## config.mk

```make
export PLATFORM = sky130hd
export DESIGN_NAME = lod_norm_pipe_flat
export DESIGN_NICKNAME = d
export VERILOG_FILES = /design/src/rtl/lod_norm_pipe_pkg.sv /design/src/rtl/lod_norm_pipe_if.sv /design/src/rtl/lod_norm_pipe_prio_enc.sv /design/src/rtl/lod_norm_pipe.sv /design/src/flat_wrapper.sv
export SDC_FILE = /design/constraint.sdc
export NUM_CORES = 1
export LEC_CHECK = 0
export ABC_CLOCK_PERIOD_IN_PS = 5520
export BUFFER_PORTS_ARGS = -buffer_cell sky130_fd_sc_hd__buf_2
export CAP_MARGIN = 20
export CORE_ASPECT_RATIO = 1.25
export CORE_MARGIN = 5
export CORE_UTILIZATION = 44
export CTS_CLUSTER_DIAMETER = 100
export DETAILED_ROUTE_END_ITERATION = 6
export GPL_ROUTABILITY_DRIVEN = 0
export PLACE_DENSITY = 0.66
export SYNTH_ARGS = -nofsm -noshare
export SYNTH_HDL_FRONTEND = slang
export SYNTH_SLANG_ARGS = --single-unit
```

## constraint.sdc

```tcl
create_clock -name clk -period 5.52 [get_ports clk]
set_clock_uncertainty 0.05 [all_clocks]
set_input_delay 0.276 -clock clk [delete_from_list [all_inputs] [get_ports clk]]
set_output_delay 0.276 -clock clk [all_outputs]
set_load 0.02 [all_outputs]
```

## src/rtl/lod_norm_pipe_pkg.sv

```systemverilog
// Shared constants, width helper and default result layout for the leading-one normaliser.
package lod_pkg;

  function automatic int clog2(input int v);
    int r;
    r = 0;
    while ((1 << r) < v) r++;
    return r;
  endfunction

  localparam int LOD_DATA_W = 8;
  localparam int LOD_MANT_W = 4;
  localparam int LOD_POS_W  = clog2(LOD_DATA_W);

  typedef struct packed {
    logic [LOD_MANT_W-1:0] mant;
    logic [LOD_POS_W-1:0]  pos;
    logic                  zero;
    logic                  sticky;
  } lod_res_t;

endpackage

```

## src/rtl/lod_norm_pipe_if.sv

```systemverilog
// Operand-in / result-out handshake bundle; master is the producer/consumer side, slave the pipe.
interface lod_norm_pipe_if import lod_pkg::*; #(
  parameter int DATA_W = LOD_DATA_W,
  parameter int MANT_W = LOD_MANT_W,
  parameter int POS_W  = clog2(DATA_W)
);
  logic              in_valid;
  logic              in_ready;
  logic [DATA_W-1:0] in_data;
  logic              in_left;
  logic              out_valid;
  logic              out_ready;
  logic [MANT_W-1:0] out_mant;
  logic [POS_W-1:0]  out_pos;
  logic              out_zero;
  logic              out_sticky;

  modport master (
    output in_valid, in_data, in_left, out_ready,
    input  in_ready, out_valid, out_mant, out_pos, out_zero, out_sticky
  );

  modport slave (
    input  in_valid, in_data, in_left, out_ready,
    output in_ready, out_valid, out_mant, out_pos, out_zero, out_sticky
  );
endinterface

```

## src/rtl/lod_norm_pipe_prio_enc.sv

```systemverilog
// Combinational priority encoder: index of the highest set bit, found=0 when input is all zeros.
module lod_prio_enc import lod_pkg::*; #(
  parameter int DATA_W = LOD_DATA_W,
  parameter int POS_W  = clog2(DATA_W)
) (
  input  logic [DATA_W-1:0] data,
  output logic [POS_W-1:0]  pos,
  output logic              found
);
  always_comb begin
    pos = '0;
    for (int i = 0; i < DATA_W; i++) begin
      if (data[i]) pos = POS_W'(i);
    end
  end

  assign found = |data;
endmodule

```

## src/rtl/lod_norm_pipe.sv

```systemverilog
// Leading-one detect + normalise: position, truncated mantissa, zero and sticky; 2-cycle latency.
// Valid/ready on both sides; in_ready drops only when both stages are full and out_ready is low.
module lod_norm_pipe import lod_pkg::*; #(
  parameter int DATA_W = LOD_DATA_W,
  parameter int MANT_W = LOD_MANT_W,
  parameter int POS_W  = clog2(DATA_W)
) (
  input  logic           clk,
  input  logic           rst,
  lod_norm_pipe_if.slave bus
);
  typedef struct packed {
    logic [MANT_W-1:0] mant;
    logic [POS_W-1:0]  pos;
    logic              zero;
    logic              sticky;
  } res_t;

  logic              v1;
  logic              v2;
  logic              rdy1;
  logic              rdy2;
  logic [DATA_W-1:0] d1;
  logic              left1;
  res_t              res_q;
  res_t              res_d;
  logic [POS_W-1:0]  p;
  logic              found;
  logic [POS_W-1:0]  sh;
  logic [DATA_W-1:0] shifted;
  logic [DATA_W-1:0] low_mask;

  assign rdy2 = !v2 || bus.out_ready;
  assign rdy1 = !v1 || rdy2;

  always_ff @(posedge clk) begin
    if (rst) begin
      v1    <= 1'b0;
      d1    <= '0;
      left1 <= 1'b0;
    end else if (rdy1) begin
      v1 <= bus.in_valid;
      if (bus.in_valid) begin
        d1    <= bus.in_data;
        left1 <= bus.in_left;
      end
    end
  end

  lod_prio_enc #(.DATA_W(DATA_W), .POS_W(POS_W)) u_enc (
    .data  (d1),
    .pos   (p),
    .found (found)
  );

  // Window [p : p-MANT_W+1] when the leading one is high enough, else keep the low MANT_W bits.
  always_comb begin
    res_d    = '0;
    sh       = '0;
    shifted  = '0;
    low_mask = '0;
    if (!found) begin
      res_d.zero = 1'b1;
    end else begin
      res_d.pos = p;
      if (p >= POS_W'(MANT_W - 1)) begin
        sh           = p - POS_W'(MANT_W - 1);
        shifted      = d1 >> sh;
        low_mask     = ~({DATA_W{1'b1}} << sh);
        res_d.mant   = shifted[MANT_W-1:0];
        res_d.sticky = |(d1 & low_mask);
      end else if (left1) begin
        res_d.mant = d1[MANT_W-1:0] << (POS_W'(MANT_W - 1) - p);
      end else begin
        res_d.mant = d1[MANT_W-1:0];
      end
    end
  end

  always_ff @(posedge clk) begin
    if (rst) begin
      v2    <= 1'b0;
      res_q <= '0;
    end else if (rdy2) begin
      v2 <= v1;
      if (v1) res_q <= res_d;
    end
  end

  assign bus.in_ready   = rdy1;
  assign bus.out_valid  = v2;
  assign bus.out_mant   = res_q.mant;
  assign bus.out_pos    = res_q.pos;
  assign bus.out_zero   = res_q.zero;
  assign bus.out_sticky = res_q.sticky;
endmodule
```

## src/flat_wrapper.sv

```systemverilog
// flat-port wrapper written by rule: the top's interface ports become plain ports
module lod_norm_pipe_flat import lod_pkg::*;
#(
  parameter int DATA_W = LOD_DATA_W,
  parameter int MANT_W = LOD_MANT_W,
  parameter int POS_W  = clog2(DATA_W)
)
  (clk, rst, bus_in_valid, bus_in_data, bus_in_left, bus_out_ready, bus_in_ready, bus_out_valid, bus_out_mant, bus_out_pos, bus_out_zero, bus_out_sticky);
  lod_norm_pipe_if #(.DATA_W(DATA_W), .MANT_W(MANT_W), .POS_W(POS_W)) bus_i ();
  input  logic clk;
  input  logic rst;
  input wire logic [$bits(bus_i.in_valid)-1:0] bus_in_valid;
  input wire logic [$bits(bus_i.in_data)-1:0] bus_in_data;
  input wire logic [$bits(bus_i.in_left)-1:0] bus_in_left;
  input wire logic [$bits(bus_i.out_ready)-1:0] bus_out_ready;
  output wire logic [$bits(bus_i.in_ready)-1:0] bus_in_ready;
  output wire logic [$bits(bus_i.out_valid)-1:0] bus_out_valid;
  output wire logic [$bits(bus_i.out_mant)-1:0] bus_out_mant;
  output wire logic [$bits(bus_i.out_pos)-1:0] bus_out_pos;
  output wire logic [$bits(bus_i.out_zero)-1:0] bus_out_zero;
  output wire logic [$bits(bus_i.out_sticky)-1:0] bus_out_sticky;
  assign bus_i.in_valid = bus_in_valid;
  assign bus_i.in_data = bus_in_data;
  assign bus_i.in_left = bus_in_left;
  assign bus_i.out_ready = bus_out_ready;
  assign bus_in_ready = bus_i.in_ready;
  assign bus_out_valid = bus_i.out_valid;
  assign bus_out_mant = bus_i.out_mant;
  assign bus_out_pos = bus_i.out_pos;
  assign bus_out_zero = bus_i.out_zero;
  assign bus_out_sticky = bus_i.out_sticky;
  lod_norm_pipe #(.DATA_W(DATA_W), .MANT_W(MANT_W), .POS_W(POS_W)) u_core (.clk(clk), .rst(rst), .bus(bus_i));
endmodule
```

# Word level (Yosys, flattened, before mapping)

Index checks and enable logic that the tools add are counted.

Input bits: 13
Bits in registers: 20
Logic and storage cells: 37

Bitwise operators: 2
Shifts and indexed selects: 3
Muxes and demuxes: 13
$lt $le $gt $ge: 1
Add/sub/neg operators: 2
Reduce and logical (&&, ||, !) cells: 8

Operator list:

| cell                  | number |
|---|---|
| $mux W3               | 6 |
| $reduce_or A8 Y1      | 2 |
| $and A8 B8 Y8         | 1 |
| $mux W4               | 2 |
| $not A8 Y8            | 1 |
| $shl A8 B3 Y8 const A | 1 |
| $shr A8 B3 Y4         | 1 |
| $mux W7               | 1 |
| $mux W1               | 4 |
| $reduce_and A2 Y1     | 2 |
| $shl A4 B3 Y4         | 1 |
| $ge A3 B2 Y1 const B  | 1 |
| $sub A2 B3 Y3 const A | 1 |
| $sub A3 B2 Y3 const B | 1 |
| $logic_not A1 Y1      | 2 |
| $logic_or A1 B1 Y1    | 2 |

# Longest topological paths before layout

Gate-level depths: netlist of run 1.

Word-level depth: 14
Depth in mapped cells: 13
Gate-level depth less buffers: 10

# Cells and area by module

A second synthesis of run 1 with hierarchy kept.

Cell total of the unflattened synthesis: 156
Area, all modules: 1257.5 um^2

Modules (own cells, without submodules):

| module        | sequential area each (um^2) | times used | area each (um^2) | cells each |
|---|---|---|---|---|
| lod_norm_pipe | 400.4                       | 1          | 1191.1           | 144 |
| lod_prio_enc  | 0.0                         | 1          | 66.3             | 12 |

# Least setup slack after synthesis of run 1

Ideal clock, no wire load.

Kind: reg-to-reg
From: reg u_core.d1[5]
To: reg u_core.res_q, in the netlist u_core.bus.out_mant[1]
Arrival: 2.478 ns
Stages on the path, launching flop included: 12
Path buffers: 3
Setup time: 0.122 ns
Required time: 5.348 ns
Path slack: 2.870 ns
Cells stage by stage: dfxtp_1 buf_6 or2_0 buf_2 o31a_4 ha_1 inv_1 ha_1 clkbuf_1 nand2b_1 a221o_1 a311o_1

Cells in the longest elaborated chain, start to end: 8
Elaborated cells between the ends (all ways): 12
Classes of those cells: add/sub (2); order compare (1); shift (2); mux (6); reduce/logical (1)

RTL lines:

| element                  | RTL line                     | text |
|---|---|---|
| start: declaration       | lod_norm_pipe.sv:23          | `logic [DATA_W-1:0] d1;` |
| start signal: assignment | lod_norm_pipe.sv:44          | `d1 <= bus.in_data;` |
| $mux W3 (3 in series)    | lod_norm_pipe_prio_enc.sv:13 | `if (data[i]) pos = POS_W'(i);` |
| $sub A2 B3 Y3            | lod_norm_pipe.sv:73          | `res_d.mant = d1[MANT_W-1:0] << (POS_W'(MANT_W - 1) - p);` |
| $shl A4 B3 Y4            | lod_norm_pipe.sv:73          |  |
| $mux W4                  | lod_norm_pipe.sv:72          | `end else if (left1) begin` |
| $mux W4                  | lod_norm_pipe.sv:66          | `if (p >= POS_W'(MANT_W - 1)) begin` |
| $mux W7 (*)              | lod_norm_pipe.sv:62          | `if (!found) begin` |
| end signal: assignment   | lod_norm_pipe.sv:86          | `if (v1) res_q <= res_d;` |
| end: declaration         | lod_norm_pipe.sv:25          | `res_t res_q;` |

Mark *: on every way between the ends. The rest lies on a longest branch, timed or not.
A chain may end at the register's enable or synchronous reset.

# Worst setup path after layout of run 1

From: reg u_core.d1[7]
To: reg u_core.res_q, in the netlist u_core.bus.out_mant[1]

Cells in the longest elaborated chain, start to end: 6
Elaborated cells between the ends (all ways): 10
Classes of those cells: add/sub (2); order compare (1); shift (2); mux (4); reduce/logical (1)

RTL lines:

| element       | RTL line |
|---|---|
| $mux W3       | lod_norm_pipe_prio_enc.sv:13 |
| $sub A2 B3 Y3 | lod_norm_pipe.sv:73 |
| $shl A4 B3 Y4 | lod_norm_pipe.sv:73 |
| $mux W4       | lod_norm_pipe.sv:72 |
| $mux W4       | lod_norm_pipe.sv:66 |
| $mux W7 (*)   | lod_norm_pipe.sv:62 |

Marks and branches as above.

==> flow_summary.yaml, run 1 <==
critical_path:
  cp-end-kind: "flip-flop"
  critPathArrivalTime_ns: 2.95
  critPathLaunchType: "flip-flop"
  reg2reg_setup_slack_ns: 2.72
  critPathMaxStageDelay_ns: 0.56
  reg2reg_to: "u_core.bus.out_mant[1]$_SDFFE_PP0P_"
  rr_worst_depth: 8
  cp.required_ns: 5.67
  crit_start: "u_core.d1[7]$_SDFFE_PP0P_"
  cp_cell_sequence: "or2_0, o31a_4, ha_1, inv_1, ha_1, nand2b_1, a221o_1, a311o_1"
  critical_path.max_fanout: 13
  critPathKind: "flip-flop to flip-flop"
  critical_path.slowest_cell: "dfxtp_1"
  r2r-start: "u_core.d1[7]$_SDFFE_PP0P_"
  crit_top_cell: "ha_1"
  crit_end: "u_core.bus.out_mant[1]$_SDFFE_PP0P_"
sta:
  fmax_mhz: 357
  setup_slack_ns: 2.72
  slew_viol_final: 0
  worst-slew-pin-transition_ns: 0.875
  setup_viol: 0
  fin_setup_tns_ns: 0
  fin_crit_ns: 2.80
  timing_hold_violations_final: 0
  timing.slew.headroom_pct: 41.2
  rsz0062_at_grt: "false"
  post-route-period-util_pct: 50.7
clock_network:
  postCtsSetupRepairBufs: 0
  h-tree-depth: 1
  clk_pin_slew_ns: 0.11
  clockRootBuffer: "clkbuf_4"
  hold_buffers: 0
  insertion_delay_ns: 0.30
  cts_resized: 0
  cts_sinks: 20
  cts_made_buffers: 3
  cts_max_path_buffers: 2
  tritoncts: "done"
floorplanning:
  dieArea_um2: 4040
  rows: 21
  die_w_um: 57.9
  die_y_um: 69.9
  start_util_pct: 46.6
  core_region_area_um2: 2710
  pin_count: 24
global_routing:
  track_usage_pct: 16.4
  antenna_found_initial: 0
  grt_pass1_vias: 1153
  overflow: 0
  grt_pass1_wl_um: 5350
  grt_max_degree: 21
routing:
  vias: 1254
  routed_wl_um: 3140
  routedWlPerCell_um: 14.6
  drt_pass1_iterations: 4
  drc: 0
  viasPerCell: 5.86
  dr.first_iter.drc_count: 37
  ant_nets: 0
layout:
  synthToLayoutAreaGrowth_pct: 9.72
  final_util_pct: 51.1
  seqCellArea_um2: 400
  nNetsFinal: 200
  antenna_cells: 0
  multiInputGateArea_um2: 769
  drive_above_1_share_pct: 16.7
  fillers: 277
power:
  total_power_w: 0.000343
  powerDensity_nw_per_um2: 248
  leakage_nw: 0.571
  irDropWorstVdd_mv: 0.158
yosys:
  synth_seq_cells: 20
  synth.distinct_cells: 44
  postSynthCellCount: 167
  ys_top_cells_by_count: "dfxtp_1 (20), a21oi_1 (18), nand2_1 (16)"
  yosys.area.top_type: "dfxtp_1"
  synthFlopType: "dfxtp_1"
  synth_top_family_by_area: "compound AO/OA/AOI/OAI gates"
  syn_area_um2: 1260
  yosysWarnings: 0
  yosysMostFrequentCell: "dfxtp_1"
  synth_compound_area_share_pct: 29.5
  synth.avg_cell_area_um2: 7.55
  yosys-top-cells-area: "dfxtp_1 (32%), a21oi_1 (7.1%), ha_1 (5.0%), nand3_1 (4.8%), nand2_1 (4.8%)"
  muxShareOfSynthArea_pct: 0
  ys_seq_area_share_pct: 31.7
  synthSimpleGateAreaFrac_pct: 26.6
  synth-edff-count: 0
  synth-xor-area-share_pct: 0
  syn_nets: 185
  synthArstFlopShare_pct: 0
  synthAdderAreaFrac_pct: 4.96
  synth_top_area_share_pct: 31.7
placement:
  port_buffers: 23
  dpl.hpwl_um: 2420
  place_ws_ns: 2.77
outcome:
  status: "finished, final reports clean"
flow_run:
  cap_viol_max_count: 0
worst_hold_path:
  min_path_type: "input pin to flip-flop"
## logic make-up (layout without fill, tap and decap cells)
| group | count (synthesis) | after routing |
|---|---|---|
| simple gates | 68 | 68 |
| compound gates | 52 | 52 |
| buf+inv | 22 | 35 |
| flops | 20 | 20 |
| fa+ha+maj | 5 | 5 |
## state kept, by name, summed over array words and instances (netlist names)
| signal | count |
|---|---|
| u_core.bus.out_pos | 3 |
| u_core.v1 | 1 |
| u_core.left1 | 1 |
| u_core.d1 | 8 |
| u_core.bus.out_zero | 1 |
| u_core.bus.out_valid | 1 |
| u_core.bus.out_sticky | 1 |
| u_core.bus.out_mant | 4 |
## final cells by class
cell class                      count  area share, %
Clock buffer                        3           1.63
Inverter                            9           2.44
Tap cell                           34           3.07
Sequential cell                    20           28.9
Timing Repair Buffer               23           8.32
Multi-Input combinational cell    125           55.6
## power breakdown
group,internal (W),switching [W]
Combinational,0.0000436,0.0000678
Clock,0.0000254,0.0000421
Sequential,0.000153,0.0000108
## how the worst min path moves through the flow
stage,start,end,slack [ns],cells after the start
final,bus_in_data[6],u_core.d1[6]$_SDFFE_PP0P_,0.17,3
after CTS,bus_in_data[6],u_core.d1[6]$_SDFFE_PP0P_,0.17,3
after global routing,bus_in_data[6],u_core.d1[6]$_SDFFE_PP0P_,0.17,3
after global placement,u_core.bus.out_sticky$_SDFFE_PP0P_,u_core.bus.out_sticky$_SDFFE_PP0P_,0.43,2
after detailed placement,u_core.bus.out_sticky$_SDFFE_PP0P_,u_core.bus.out_sticky$_SDFFE_PP0P_,0.44,2
after floorplan,bus_in_data[5],u_core.d1[5]$_SDFFE_PP0P_,0.37,2
## worst max-delay path, delay by kind of cell (launching register included)
kind	cells	cell delay [ns]
buf+inv	1	0.05
flops	1	0.56
compound gates	3	0.89
simple gates	2	0.51
fa+ha+maj	2	0.64
## layer usage
metal	routed length [um]	up-vias	global-route usage [%]
met5	0	-	0
li1	-	628	-
met1	1350	582	21.4
met2	1580	38	26.5
met4	42	0	5.93
met3	168	6	3.13
## through the flow
stage | std cells | area [um2] | hold WS [ns]
4_1_cts | 214 | 1380 | 0.168
3_3_place_gp | 211 | 1360 | 0.428
3_5_place_dp | 211 | 1360 | 0.439
5_1_grt | 214 | 1380 | 0.168
6_report | 214 | 1380 | 0.170
2_1_floorplan | 167 | 1260 | 0.373
## cell usage in the layout (no fill, tap or decap), drive strengths merged, types with 3 or more instances in the layout
master,instances
nand2,16
ha,5
buf,23
a2bb2oi,3
o21ai,6
a21oi,18
nor2b,7
dfxtp,20
nor2,15
nor3,5
nand2b,4
nand3,12
clkbuf,3
inv,9
Power figures use the tool's default switching activity.
==> inputs of run 2 (changes only) <==
- ABC_CLOCK_PERIOD_IN_PS: 5520 -> 2350
- PLACE_DENSITY: 0.66 -> 0.68
- clock period: 5.52 -> 2.35 ns (I/O delays scaled with it)
==> run 2 against run 1 <==
The run now ends with hold timing left. Core utilization up 9.2 points. Worst hold slack worse by 0.17 ns. Combinational power rose to 3.3 times the previous value. Critical path depth up 3. Clock-buffer cell count unchanged. Register-to-register slack worse by 2.7 ns. Critical path type unchanged. Critical endpoint is now u_core.bus.out_sticky$_SDFFE_PP0P_. Highest routed layer unchanged.
==> flow_summary.yaml, run 2 (same netlist as run 1, synthesis figures left out) <==
outcome:
  status: "finished, violations left"
  violations: "hold timing"
layout:
  synthToLayoutAreaGrowth_pct: 29.5
  multiInputGateArea_um2: 842
  antenna_cells: 0
  top_register: "u_core.d1"
  instances_no_fill: 236
  largest_register_ffs: 8
  drive_above_1_share_pct: 31.2
  seqCellArea_um2: 407
  final_common_cell: "buf_2"
  nNetsFinal: 222
  fillers: 246
  final_area_um2: 1630
  layout_common_cells: "buf_2 (23), buf_4 (21), a21oi_1 (18)"
global_routing:
  grt_pass1_vias: 1295
  gr-usage-met2_pct: 30.4
  grt_max_degree: 21
  top_usage_layer: "met2"
  grt_util_met3_pct: 2.58
  grt_pass1_wl_um: 5920
  antenna_found_initial: 0
  overflow: 0
  track_usage_pct: 18.3
  met1_usage_pct: 23.2
sta:
  post-route-period-util_pct: 97.4
  worst-slew-pin-transition_ns: 0.440
  whs_ns: -0.00307
  fin_crit_ns: 2.29
  timing_hold_violations_final: 1
  slew_viol_final: 0
  timing.slew.headroom_pct: 70.6
  setup_viol: 0
  fmax_mhz: 437
critical_path:
  critPathLaunchType: "flip-flop"
  r2r-start: "u_core.d1[2]$_SDFFE_PP0P_"
  critical_path.max_fanout: 5
  critPathMaxStageDelay_ns: 0.36
  cp_cell_sequence: "buf_4, nor3b_4, o31a_4, ha_4, inv_4, ha_4, nand2b_4, a222oi_1, o21ai_1, a32oi_1, nor2_1"
  crit_top_cell: "ha_4"
  reg2reg_to: "u_core.bus.out_sticky$_SDFFE_PP0P_"
  critPathKind: "flip-flop to flip-flop"
  reg2reg_setup_slack_ns: 0.06
  cp.required_ns: 2.50
  cp-end-kind: "flip-flop"
  path_buf_inv: 2
  rr_worst_depth: 11
  critPathArrivalTime_ns: 2.44
  cp_top_family: "compound AO/OA/AOI/OAI gates"
  critical_path.slowest_cell: "dfxtp_4"
floorplanning:
  die_w_um: 57.9
  core_region_area_um2: 2710
  die_y_um: 69.9
  dieArea_um2: 4040
  rows: 21
  start_util_pct: 46.6
  pin_count: 24
routing:
  routed_wl_um: 3610
  dr.first_iter.drc_count: 43
  drt_pass1_iterations: 4
  routedWlPerCell_um: 15.3
  ant_nets: 0
  viasPerCell: 5.75
  drc: 0
  vias: 1356
placement:
  placed_area_um2: 1510
  dpl.hpwl_um: 2730
  dp_cells: 226
  port_buffers: 23
clock_network:
  h-tree-depth: 1
  insertion_delay_ns: 0.31
  cts_max_path_buffers: 2
  tritoncts: "done"
  clk_pin_slew_ns: 0.11
  cts_sinks: 20
  cts_made_buffers: 3
  clockRootBuffer: "clkbuf_4"
worst_hold_path:
  hp-start: "bus_in_data[5]"
  holdPathStages: 3
  min_to: "u_core.d1[5]$_SDFFE_PP0P_"
  min_path_type: "input pin to flip-flop"
power:
  total_power_w: 0.000915
  powerDensity_nw_per_um2: 560
  irDropWorstVdd_mv: 0.384
  leakage_nw: 0.703
flow_run:
  cap_viol_max_count: 0
-- run 2: layout make-up --
cell class / instances / area share, %
Inverter: 9 / 2.22
Timing Repair Buffer: 45 / 17.3
Sequential cell: 20 / 24.9
Tap cell: 34 / 2.61
Clock buffer: 3 / 1.38
Multi-Input combinational cell: 125 / 51.6
-- run 2: worst max path at each step --
stage / depth (start not counted) / slack [ns] / from / to
2_1_floorplan: 11 / 0.004 / u_core.d1[5]$_SDFFE_PP0P_ / u_core.bus.out_mant[1]$_SDFFE_PP0P_
3_3_place_gp: 8 / 0.10 / u_core.d1[4]$_SDFFE_PP0P_ / u_core.bus.out_mant[1]$_SDFFE_PP0P_
3_5_place_dp: 10 / 0.007 / u_core.d1[2]$_SDFFE_PP0P_ / u_core.bus.out_sticky$_SDFFE_PP0P_
4_1_cts: 10 / 0.02 / u_core.d1[2]$_SDFFE_PP0P_ / u_core.bus.out_sticky$_SDFFE_PP0P_
5_1_grt: 11 / -0.02 / u_core.d1[2]$_SDFFE_PP0P_ / u_core.bus.out_sticky$_SDFFE_PP0P_
6_report: 11 / 0.06 / u_core.d1[2]$_SDFFE_PP0P_ / u_core.bus.out_sticky$_SDFFE_PP0P_
-- run 2: stage by stage --
| step | worst slack (ns) | hold slack [ns] | util, % | TNS, ns |
|---|---|---|---|---|
| finish | 0.0604 | -0.00307 | 60.3 | 0 |
| floorplan | 0.00352 | 0.215 | - | 0 |
| global route | -0.0216 | 0.00615 | 60.3 | -0.0216 |
| detailed placement | 0.00699 | 0.332 | 55.7 | 0 |
| global placement | 0.104 | 0.324 | 55.7 | 0 |
| CTS | 0.0222 | 0.00870 | 56.6 | 0 |
-- run 2: report_power, final --
part / leakage [nW] / switching (W) / internal (W)
sequential: 0.166 / 0.0000195 / 0.000360
combinational: 0.524 / 0.000193 / 0.000178
clock: 0.0138 / 0.000105 / 0.0000600
total: 0.703 / 0.000317 / 0.000598
-- run 2: metal layers --
layer	wire length [um]	vias up
met5	0	-
met4	100	0
met3	177	8
met2	1820	42
met1	1510	634
li1	-	672
-- run 2: tightest hold or removal path, delay by kind of cell --
family,cells,cell delay [ns]
AO/OA/AOI/OAI,1,0.05
buffers and inverters,1,0.10
AND/OR/NAND/NOR,1,0.06
-- run 2: timing repair --
item,4_1_cts,5_1_grt
endpoints found under the setup margin,1,5
setup buffers,0,6
hold buffers,0,1
endpoints found under the hold margin,0,1
pin swaps,0,8
gates resized for setup,1,14
==> inputs of run 3 (changes only) <==
- CORE_UTILIZATION: 44 -> 45
- PLACE_DENSITY: 0.68 -> 0.7
==> run 3 against run 2 <==
The run now ends clean. Worst setup slack gained 0.032 ns. Critical path depth shrank 3. Clock power grew 20%. Design area shrank 4.7%. Highest routed layer unchanged.
==> flow_summary.yaml, run 3 (same netlist as run 1, synthesis figures left out) <==
layout:
  seqCellArea_um2: 402
  instances_no_fill: 229
  largest_register_ffs: 8
  multiInputGateArea_um2: 822
  nNetsFinal: 214
  final_area_um2: 1560
  layout_common_cells: "buf_2 (23), dfxtp_1 (19), a21oi_1 (18)"
  drive_above_1_share_pct: 27.2
  synthToLayoutAreaGrowth_pct: 23.4
  fillers: 256
  top_register: "u_core.d1"
  final_common_cell: "buf_2"
  antenna_cells: 0
sta:
  fin_crit_ns: 2.26
  slew_viol_final: 0
  worst-slew-pin-transition_ns: 0.464
  post-route-period-util_pct: 96.1
  setup_viol: 0
  fmax_mhz: 443
  timing_hold_violations_final: 0
  fin_setup_tns_ns: 0
  rsz0062_at_grt: "true"
  timing.slew.headroom_pct: 69.1
floorplanning:
  die_y_um: 69.2
  rows: 21
  start_util_pct: 47.1
  die_w_um: 57.4
  dieArea_um2: 3970
  pin_count: 24
  core_region_area_um2: 2680
global_routing:
  gr-usage-met2_pct: 25.1
  grt_util_met3_pct: 2.79
  overflow: 0
  track_usage_pct: 17.2
  grt_max_degree: 21
  grt_pass1_vias: 1220
  top_usage_layer: "met2"
  antenna_found_initial: 0
  grt_pass1_wl_um: 5620
  met1_usage_pct: 23.5
outcome:
  status: "finished, final reports clean"
clock_network:
  cts_max_path_buffers: 2
  clk_pin_slew_ns: 0.12
  cts_sinks: 20
  clockRootBuffer: "clkbuf_4"
  tritoncts: "done"
  h-tree-depth: 1
  hold_buffers: 0
  cts_made_buffers: 3
  insertion_delay_ns: 0.30
critical_path:
  critPathLaunchType: "flip-flop"
  critPathArrivalTime_ns: 2.41
  critPathKind: "flip-flop to flip-flop"
  cp-end-kind: "flip-flop"
  cp.required_ns: 2.50
  critical_path.max_fanout: 7
routing:
  routed_wl_um: 3400
  drc: 0
  drt_pass1_iterations: 4
  dr.first_iter.drc_count: 77
  vias: 1324
  viasPerCell: 5.78
  routedWlPerCell_um: 14.9
  ant_nets: 0
power:
  total_power_w: 0.000917
  powerDensity_nw_per_um2: 589
  seqPwrFrac_pct: 41.1
  p_sw_share_pct: 33.7
  combPwrFrac_pct: 37.3
  p_sw_w: 0.000309
  leakage_nw: 0.666
  p_clk_share_pct: 21.6
  internal_power_w: 0.000608
  irDropWorstVdd_mv: 0.452
placement:
  port_buffers: 23
  placed_area_um2: 1500
  dp_cells: 225
  dpl.hpwl_um: 2600
worst_hold_path:
  min_path_type: "input pin to flip-flop"
flow_run:
  cap_viol_max_count: 0
## run 3: cell count changes in the layout (fill, tap and decap cells not counted), sizes merged
cell         previous run  this run
buf                    44        37
dlygate4sd3             1         0
clkbuf                  3         4
## run 3: timing repair
item | CTS | global route
setup endpoints to repair | 1 | 4
buffers inserted | 0 | 0
gates resized for setup | 1 | 5
## run 3: layer usage
layer / part of all wire (%) / vias to the layer above / routed length, um
li1: - / 654 / -
met1: 43 / 605 / 1470
met2: 49 / 55 / 1650
met3: 5.6 / 10 / 190
met4: 2.6 / 0 / 88
met5: 0 / - / 0
## run 3: worst paths after layout
kind / from / end / slack [ns] / cells after the start
setup / recovery: u_core.d1[2]$_SDFFE_PP0P_ / u_core.bus.out_mant[1]$_SDFFE_PP0P_ / 0.09 / 8
hold reg to reg: u_core.d1[3]$_SDFFE_PP0P_ / u_core.d1[3]$_SDFFE_PP0P_ / 0.45 / 2
setup reg to reg: u_core.d1[2]$_SDFFE_PP0P_ / u_core.bus.out_mant[1]$_SDFFE_PP0P_ / 0.09 / 8
hold / removal: bus_in_data[6] / u_core.d1[6]$_SDFFE_PP0P_ / 0.02 / 3
## run 3: worst max-delay path: stages (launching register included)
cell and delay (ns):
dfxtp_1 0.35, or2_2 0.31, a211o_1 0.32, ha_4 0.18
inv_1 0.08, ha_4 0.18, nand2b_4 0.08, a221o_1 0.27
a311o_1 0.34
## run 3: final cells by class
class	count	area share [%]
Sequential cell	20	25.8
Inverter	9	2.17
Timing Repair Buffer	37	14.1
Multi-Input combinational cell	125	52.8
Clock buffer	4	2.33
Tap cell	34	2.73
## run 3: metrics by stage
| step | setup slack, ns | util, % | hold slack (ns) |
|---|---|---|---|
| 6_report | 0.0926 | 58.1 | 0.0180 |
| 5_1_grt | -0.0213 | 58.1 | 0.0137 |
| 4_1_cts | 0.0566 | 57.4 | 0.0110 |
| 3_5_place_dp | 0.0201 | 55.9 | 0.334 |
| 3_3_place_gp | 0.0640 | 55.9 | 0.323 |
| 2_1_floorplan | 0.00352 | - | 0.215 |
## run 3: power by group through the flow
stage                     clock (W)  combinational [W]  sequential, W
after detailed placement          0           0.000324       0.000384
final                      0.000198           0.000342       0.000377
after CTS                  0.000202           0.000327       0.000376
after global placement            0           0.000319       0.000383
after global routing       0.000220           0.000371       0.000380
after floorplan                   0           0.000219       0.000394
